**src/rtl/sc_decoder.sv**
```systemverilog
// Stochastic-computing decoder: counts the ones in a window of 2^LOG2_WORDS
// 32-bit bitstream words and strobes the total out once per completed window.
module sc_decoder #(
  parameter int LOG2_WORDS = 1,
  parameter int CW         = LOG2_WORDS + 6
) (
  input  logic          clk,
  input  logic          rst,
  input  logic          en_in,
  input  logic [31:0]   seq_in,
  input  logic          flush,
  output logic [CW-1:0] cnt_out,
  output logic          valid_out,
  output logic          busy
);

  // A zero-width word counter is illegal, so keep at least one bit; with
  // LOG2_WORDS=0 the last index is 0 and every word completes a window.
  localparam int            WW        = (LOG2_WORDS > 0) ? LOG2_WORDS : 1;
  localparam logic [WW-1:0] WCNT_LAST = WW'((1 << LOG2_WORDS) - 1);

  typedef enum logic {
    IDLE = 1'b0,
    ACC  = 1'b1
  } state_e;

  state_e        state_q, state_d;
  logic [5:0]    pc_r_q, pc_r_d;
  logic          pc_v_q, pc_v_d;
  logic [WW-1:0] wcnt_q, wcnt_d;
  logic [CW-1:0] acc_q, acc_d;
  logic [CW-1:0] cnt_q, cnt_d;
  logic          valid_q, valid_d;
  logic [5:0]    popcount;
  logic [CW-1:0] sum;

  // Stage 1: popcount of the incoming word.
  always_comb begin
    // NOTE: every combinational output gets a default before any branch, so no latch can be inferred.
    popcount = '0;
    for (int i = 0; i < 32; i++) begin
      popcount = popcount + 6'(seq_in[i]);
    end
    pc_v_d = en_in && !flush;
    pc_r_d = pc_v_d ? popcount : pc_r_q;
  end

  // Stage 2: window FSM and accumulator; flush beats a completing window.
  always_comb begin
    state_d = state_q;
    wcnt_d  = wcnt_q;
    acc_d   = acc_q;
    cnt_d   = cnt_q;
    valid_d = 1'b0;
    sum     = acc_q + CW'(pc_r_q);
    if (flush) begin
      state_d = IDLE;
      wcnt_d  = '0;
      acc_d   = '0;
    end else if (pc_v_q) begin
      if (wcnt_q == WCNT_LAST) begin
        cnt_d   = sum;
        valid_d = 1'b1;
        acc_d   = '0;
        wcnt_d  = '0;
        state_d = IDLE;
      end else begin
        acc_d   = sum;
        wcnt_d  = wcnt_q + WW'(1);
        state_d = ACC;
      end
    end
  end

  always_ff @(posedge clk) begin
    // NOTE: state registers use non-blocking assignments so every flop samples pre-edge values.
    if (rst) begin
      state_q <= IDLE;
      pc_r_q  <= '0;
      pc_v_q  <= 1'b0;
      wcnt_q  <= '0;
      acc_q   <= '0;
      cnt_q   <= '0;
      valid_q <= 1'b0;
    end else begin
      state_q <= state_d;
      pc_r_q  <= pc_r_d;
      pc_v_q  <= pc_v_d;
      wcnt_q  <= wcnt_d;
      acc_q   <= acc_d;
      cnt_q   <= cnt_d;
      valid_q <= valid_d;
    end
  end

  assign cnt_out   = cnt_q;
  assign valid_out = valid_q;
  assign busy      = (state_q == ACC) || pc_v_q;

endmodule

```
**config.mk**
```make
export PLATFORM = sky130hd
export DESIGN_NAME = sc_decoder
export DESIGN_NICKNAME = d
export VERILOG_FILES = /design/src/rtl/sc_decoder.sv
export SDC_FILE = /design/constraint.sdc
export NUM_CORES = 1
export LEC_CHECK = 0
export ABC_AREA = 1
export BUFFER_PORTS_ARGS = -buffer_cell sky130_fd_sc_hd__buf_2
export CAP_MARGIN = 5
export CORE_MARGIN = 8
export CORE_UTILIZATION = 32
export CTS_CLUSTER_DIAMETER = 50
export CTS_CLUSTER_SIZE = 16
export DETAILED_ROUTE_END_ITERATION = 6
export MAX_ROUTING_LAYER = met4
export PLACE_DENSITY = 0.54
export RECOVER_POWER = 100
export SYNTH_ARGS = -nofsm -noshare
export SYNTH_HDL_FRONTEND = slang
export SYNTH_SLANG_ARGS = --single-unit
```
**constraint.sdc**
```tcl
create_clock -name clk -period 6.2 [get_ports clk]
set_clock_uncertainty 0.1 [all_clocks]
set_input_delay 0.31 -clock clk [delete_from_list [all_inputs] [get_ports clk]]
set_output_delay 0.31 -clock clk [all_outputs]
set_load 0.005 [all_outputs]
```
After elaboration in Yosys (flattened, before gate mapping)
Index checks and enable logic that the tools add are counted.
Widths: inputs -> output; s select.
- input bits: 36
- register bits after elaboration: 24
- output and inout bits: 9
- logic and storage cells: 52
- add/sub/neg operators: 33
- bitwise logic cells: 2
- multiplexer cells: 4
- reductions and logical operators: 6
- operator list (cell ; number):
    $add 6x1->6 ; 26
    $add 7x6->7 ; 1
    $mux 7 ; 1
    $add 5x1->6 ; 1
    $add 4x1->5 ; 1
    $add 3x1->4 ; 1
    $add 2x1->3 ; 1
    $mux 1 ; 3
    $reduce_and 3->1 ; 1
    $reduce_or 3->1 ; 1
    $add 1x1->2 ; 1
    $not 1->1 ; 2
    $reduce_or 2->1 ; 1
    $add 1x1->1 const B ; 1
    $logic_and 1x1->1 ; 1
    $logic_not 1->1 ; 1
    $logic_or 1x1->1 ; 1

Depth between registers and ports, before layout
Gate-level depths: netlist of run 1.
- depth in word-level cells: 31
- mapped depth: 18
- depth with buffers taken out: 18

Worst setup path before layout of run 1
OpenSTA, ideal clock, no wires.
- path kind: input to register
- from: input seq_in[0]
- to: register pc_r_q[4]
- required time: 5.985 ns
- buffers on the path: 0
- stages on the path: 16
- library setup time: 0.115 ns
- setup slack: 1.608 ns
- data arrival time: 4.377 ns
- path through: inv_1 > fa_1 > inv_1 > fa_1 > fa_1 > fa_1 > fa_1 > inv_1 > fa_1 > inv_1 > ha_1 > fa_1 > a21oi_1 > o21ai_0 > a21oi_1 > nor2_1
- word-level cells in the longest chain between the ends: 31
- ends and longest elaborated chain (element ; RTL line ; source):
    start: declaration ; 10 ; input logic [31:0] seq_in,
    $add 1x1->2 ; 42 ; popcount = popcount + 6'(seq_in[i]);
    $add 2x1->3 ; 42 ;
    $add 3x1->4 ; 42 ;
    $add 4x1->5 ; 42 ;
    $add 5x1->6 ; 42 ;
    $add 6x1->6 (26 in a row) ; 42 ;
    end signal: assignment ; 87 ; pc_r_q <= pc_r_d;
    end: declaration ; 28 ; logic [5:0] pc_r_q, pc_r_d;
Every way passes these cells.
A chain may end at the register's enable or synchronous reset.

Final worst setup path of run 1
Ends and elaborated chain as after synthesis.

==> flow_metrics.tcl, run 1 <==
set metrics [dict create \
    irDropWorstVdd_v 0.000202 \
    yosys.area_share.simple 0.199 \
    antenna_found_initial 0 \
    final_net_count 347 \
    finalCriticalPeriod_ns 4.54 \
    worst_setup_path_start_kind "input pin" \
    die_h_um 91.8 \
    r2r_slack_ns 4.42 \
    status "finished clean" \
    grt_use_total 0.0982 \
    route.detailed.drc 0 \
    fp.dieArea_sq_um 8430 \
    setup_tns_ns 0 \
    synth_top_family_by_area "adder cells" \
    post-route-period-util 0.732 \
    die_w_um 91.8 \
    power_uw 843 \
    yosys-top-cells-area "fa_1 27%, dfxtp_1 25%, inv_1 9.8%" \
    postCtsHoldBufs 0 \
    cp_data_arrival_time_ns 4.61 \
    synth_fa_ha_area_frac 0.361 \
    gr-total-overflow 0 \
    cap_violations 0 \
    portBuffers 44 \
    syn_nets 300 \
    cts_setup_buffers 0 \
    setup_violations 0 \
    synth_compound_area_frac 0.0694 \
    p_leak_nw 1.15 \
    root_buffer "clkbuf_8" \
    yosysSeqAreaShare 0.250 \
    vias_per_cell 4.18 \
    vias 1439 \
    hpwlAfterDp_mm 3.22 \
    cts_resized 0 \
    synth_common_cells "48 x inv_1, 48 x nand2_1, 25 x fa_1" \
    clk_pin_slew_ns 0.09 \
    slew_headroom 0.559 \
    n_antenna_cell 0 \
    crit_required_ns 6.27 \
    hp-start "rst" \
    yosys.cell_types.count 18 \
    synthXorXnorAreaFrac 0.00952 \
    h-tree-depth 1 \
    core_sq_um 5540 \
    cts-buffers-inserted 3 \
    reg2regPathDepth 10 \
    clock_path_buffers 2 \
    regToRegEndpoint "cnt_out[6]" \
    grt_pass1_wl_mm 6.68 \
    synthFlopType "dfxtp_1" \
    yosysWarnings 0 \
    ys_ff_latch 23 \
    synth_mux_area_frac 0 \
    cts.sinks 23 \
    tightest_slew_ns 0.658 \
    ant_nets 0 \
    timing.rr.start "pc_r_q[0]" \
    yosysTopAreaCellShare 0.272 \
    finalMaxSlewViolations 0 \
    final_util 0.390 \
    top_level_ports 45 \
    first_iter_violations 45 \
    place_area_sq_um 2130 \
    post_drt_wl_per_cell_um 10.8 \
    syn_area_per_cell_sq_um 8.14 \
    grt_pass1_vias 1532 \
    drive_above_1_share 0.169 \
    max_freq_ghz 0.220 \
    first_pass_iters 4 \
    syn2layout_area_growth_pct 17.5 \
    rsz0062_at_grt "no" \
    syn_area_sq_um 1840 \
    min_to "pc_v_q" \
    initial_core_util 0.332 \
    routabilityCongestion 0.841 \
    path_class "input pin to register" \
    synth.largest_area_cell "fa_1" \
    synth_cells 226 \
    setup_ws_ns 1.66 \
    dpl_worst_slack_ns 1.34 \
    end_kind "register" \
    grt_start_max_net_pins 14 \
    cp_max_fo 2 \
    cts_tree "built" \
    ys_async_sr_fraction 0 \
    p_per_area_nw_per_um2 390 \
    rows 27 \
    wl_mm 3.71 \
    clock_latency_ns 0.27 \
    hp-class "input pin to register" \
    whs_path_depth 2 \
    hold_viol 0 \
    synth-edff-count 0 \
    fin_area_sq_um 2160 \
]
## state kept, by name, indices dropped and copies added (netlist names)
register and cells:
acc_q 7, cnt_out 7, pc_r_q 6, pc_v_q 1, state_q 1, valid_out 1
## critical path, cell delays in order
cell	delay [ns]
buf_2	0.08
inv_1	0.04
fa_1	0.54
inv_1	0.05
fa_1	0.52
fa_1	0.44
fa_1	0.50
fa_1	0.53
inv_1	0.05
fa_1	0.47
inv_1	0.04
ha_1	0.19
fa_1	0.41
a21oi_1	0.13
o21ai_0	0.11
a21oi_1	0.14
nor2_1	0.06
## cell families (layout without fill, tap and decap cells)
group,count (synthesis),after routing
buffers and inverters,52,98
AOI/OAI and AO/OA,24,24
adders and majority gates,38,38
DFF,23,23
and+or+nand+nor,87,87
xor gates and xnor gates,2,2
## metrics by stage
step                hold WS (ns)  std cells
floorplan                  0.279        226
global placement           0.356        340
detailed placement         0.362        340
CTS                        0.159        344
global route               0.255        344
finish                     0.220        344
## power by group
part	internal (mW)	switching [mW]	total [mW]
Sequential	0.162	0.0111	0.173
Clock	0.0449	0.0504	0.0953
Combinational	0.247	0.327	0.574
## worst max path at each step
stage / slack [ns] / endpoint / from / depth (start not counted)
after detailed placement: 1.34 / pc_r_q[4] / seq_in[0] / 17
after CTS: 1.63 / pc_r_q[4] / seq_in[0] / 17
after floorplan: 1.61 / pc_r_q[4] / seq_in[0] / 16
final: 1.66 / pc_r_q[4] / seq_in[0] / 17
after global routing: 1.53 / pc_r_q[4] / seq_in[0] / 17
after global placement: 1.41 / pc_r_q[4] / seq_in[0] / 17
## cell usage in the layout, fill, tap and decap left out
cell	n
a21oi_1	14
buf_2	39
clkbuf_1	5
clkbuf_8	3
clkinv_1	1
clkinv_2	1
dfxtp_1	23
fa_1	25
ha_1	13
inv_1	48
inv_2	1
nand2_1	50
nand3_1	14
nor2_1	21
nor2_2	1
nor2_4	1
o211ai_1	3
o21ai_0	7
xnor2_1	1
xor2_1	1
## metal layers
metal | GRT usage | vias up | part of all wire
li1 | - | 783 | -
met1 | 0.128 | 635 | 0.51
met2 | 0.154 | 19 | 0.46
met3 | 0.0212 | 2 | 0.023
met4 | 0.0201 | 0 | 0.0078
met5 | - | - | 0
## layout make-up
class	count	area (sq um)
Clock buffer	3	41.3
Clock inverter	1	5.00
Fill cell	607	3380
Inverter	50	188
Multi-Input combinational cell	151	1160
Sequential cell	23	460
Tap cell	72	90.1
Timing Repair Buffer	44	214
No activity file was read; power rests on OpenSTA's default activity.
==> run 2, diff against run 1 <==
--- a/config.mk
+++ b/config.mk
@@ -14,7 +14,7 @@
 export CTS_CLUSTER_SIZE = 16
 export DETAILED_ROUTE_END_ITERATION = 6
 export MAX_ROUTING_LAYER = met4
-export PLACE_DENSITY = 0.54
+export PLACE_DENSITY = 0.56
 export RECOVER_POWER = 100
 export SYNTH_ARGS = -nofsm -noshare
 export SYNTH_HDL_FRONTEND = slang
==> constraint.sdc (replaced) <==
create_clock -name clk -period 3.7 [get_ports clk]
set_clock_uncertainty 0.1 [all_clocks]
set_input_delay 0.185 -clock clk [delete_from_list [all_inputs] [get_ports clk]]
set_output_delay 0.185 -clock clk [all_outputs]
set_load 0.005 [all_outputs]
==> run 2 against run 1 <==
The flow now finishes with violations (setup timing). Die area did not move. Via count rose by 2.9%. Sequential power grew 67%. Final area increased by 7.0%. Global-route usage increased by 0.21 points. Largest power group unchanged. Critical path type unchanged. Routed wire length up 3.4%. Core utilization is 2.7 points higher. Combinational power grew to 2.9 times the previous value. Count of clock-buffer cells in the layout unchanged.
==> flow_metrics.tcl, run 2 (same netlist as run 1, synthesis figures left out) <==
set metrics [dict create \
    status "finished, violations left" \
    violations "setup timing" \
    fin_area_sq_um 2310 \
    top_level_ports 45 \
    max_freq_ghz 0.234 \
    tightest_slew_ns 0.682 \
    clk_pin_slew_ns 0.08 \
    wl_mm 3.84 \
    slew_headroom 0.544 \
    hold_viol 0 \
    crit_required_ns 3.76 \
    setup_ws_ns -0.570 \
    h-tree-depth 1 \
    cts.sinks 23 \
    r2r_slack_ns 1.93 \
    worst_setup_path_start_kind "input pin" \
    cp_max_fo 2 \
    clock_latency_ns 0.26 \
    hold_slack_ns 0.117 \
    setup_violations 6 \
    p_per_area_nw_per_um2 912 \
    antenna_found_initial 0 \
    slowest_stage "fa_2" \
    worstPathCellList "buf_8, inv_8, fa_1, inv_2, fa_2, fa_2, fa_2, fa_1, inv_1, fa_1, inv_2, ha_4, fa_2, a21oi_2, o21ai_2, a21oi_1, nor2_1" \
    rows 27 \
    end_kind "register" \
    rsz0062_at_grt "yes" \
    hpwlAfterDp_mm 3.26 \
    dpl_worst_slack_ns -0.963 \
    die_h_um 91.8 \
    crit_cells 17 \
    path_class "input pin to register" \
    fp.dieArea_sq_um 8430 \
    place_area_sq_um 2200 \
    irDropWorstVdd_v 0.000504 \
    grt_start_max_net_pins 14 \
    routabilityCongestion 0.769 \
    post-route-period-util 1.15 \
    path_buf_inv 5 \
    grt_use_total 0.100 \
    cp_data_arrival_time_ns 4.33 \
    clock_path_buffers 2 \
    cpMostUsedCell "fa_2" \
    mostFrequentLayoutCells "45 x nand2_1, 42 x inv_1, 34 x buf_2, 23 x dfxtp_1, 22 x nor2_1" \
    syn2layout_area_growth_pct 25.7 \
    p_leak_nw 1.16 \
    cts-buffers-inserted 3 \
    initial_core_util 0.332 \
    finalMaxSlewViolations 0 \
    vias 1481 \
    finalCriticalPeriod_ns 4.27 \
    crit_end "pc_r_q[4]" \
    root_buffer "clkbuf_8" \
    slowest_delay_ns 0.56 \
    ant_nets 0 \
    num-fill-cells 582 \
    first_iter_violations 33 \
    post_drt_wl_per_cell_um 11.1 \
    layout_commonest_cell "nand2_1" \
    die_w_um 91.8 \
    grt_pass1_wl_mm 6.89 \
    critPathTopFamily "adder cells" \
    final_net_count 350 \
    regToRegEndpoint "cnt_out[6]" \
    final_util 0.417 \
    portBuffers 44 \
    crit_start "seq_in[0]" \
    route.detailed.drc 0 \
    vias_per_cell 4.27 \
    timing.rr.start "pc_r_q[0]" \
    first_pass_iters 4 \
    cts_tree "built" \
    postCtsHoldBufs 0 \
    grt_pass1_vias 1618 \
    gr-total-overflow 0 \
    n_antenna_cell 0 \
    drive_above_1_share 0.273 \
    reg2regPathDepth 10 \
    cap_violations 0 \
    hp-class "input pin to register" \
    core_sq_um 5540 \
]
-- run 2: changes by cell type in the layout (fill, tap and decap cells not counted), sizes merged --
cell,previous run,this run
clkbuf,8,12
buf,39,38
-- run 2: how the worst min path moves through the flow --
| stage | to | cells past startpoint | startpoint |
|---|---|---|---|
| 5_1_grt | pc_r_q[5] | 2 | rst |
| 6_report | pc_r_q[5] | 2 | rst |
| 4_1_cts | pc_r_q[5] | 2 | rst |
| 3_3_place_gp | pc_r_q[5] | 2 | rst |
| 3_5_place_dp | pc_r_q[5] | 2 | rst |
| 2_1_floorplan | pc_r_q[5] | 1 | rst |
-- run 2: area by class of cell --
type	instances	area [sq um]	share of cell area
Timing Repair Buffer	47	245	0.106
Clock buffer	3	41.3	0.0179
Tap cell	72	90.1	0.0390
Inverter	50	195	0.0844
Multi-Input combinational cell	151	1270	0.551
Sequential cell	23	460	0.199
Clock inverter	1	5.00	0.00216
-- run 2: worst reg2reg max path: stages (launching register included) --
cell	delay, ns
dfxtp_1	0.32
ha_1	0.24
fa_1	0.41
nand2_1	0.07
nand2_1	0.08
nand3_1	0.09
nand3_1	0.09
nand2_1	0.10
nand2_1	0.05
nand2_1	0.08
inv_1	0.03
-- run 2: repair_timing --
action / in CTS / in global routing
endpoints found under the setup margin: 6 / 6
gates resized for setup: 10 / 14
endpoints found under the hold margin: 0 / 0
setup buffers: 1 / 0
pin swaps: 10 / 8
cloned: 0 / 0
-- run 2: report_power, final --
group	total (mW)	switching, mW	leakage, nW	internal, mW
registers	0.289	0.0176	0.186	0.271
logic	1.66	0.846	0.944	0.819
clock network	0.155	0.0800	0.0255	0.0751
total	2.11	0.944	1.16	1.17
-- run 2: routing by layer --
metal	GRT usage	routed length (um)	up-vias	part of all wire
li1	-	-	785	-
met1	0.121	1820	673	0.47
met2	0.169	1910	21	0.50
met3	0.0212	79	2	0.021
met4	0.0201	29	0	0.0076
met5	-	0	-	0
-- run 2: stage by stage --
| stage | TNS (ns) | total power [mW] | std cells |
|---|---|---|---|
| 2_1_floorplan | -2.67 | 1.23 | 226 |
| 3_3_place_gp | -4.33 | 1.53 | 342 |
| 3_5_place_dp | -4.53 | 1.54 | 342 |
| 4_1_cts | -2.23 | 1.88 | 347 |
| 5_1_grt | -2.95 | 2.33 | 347 |
| 6_report | -2.25 | 2.11 | 347 |
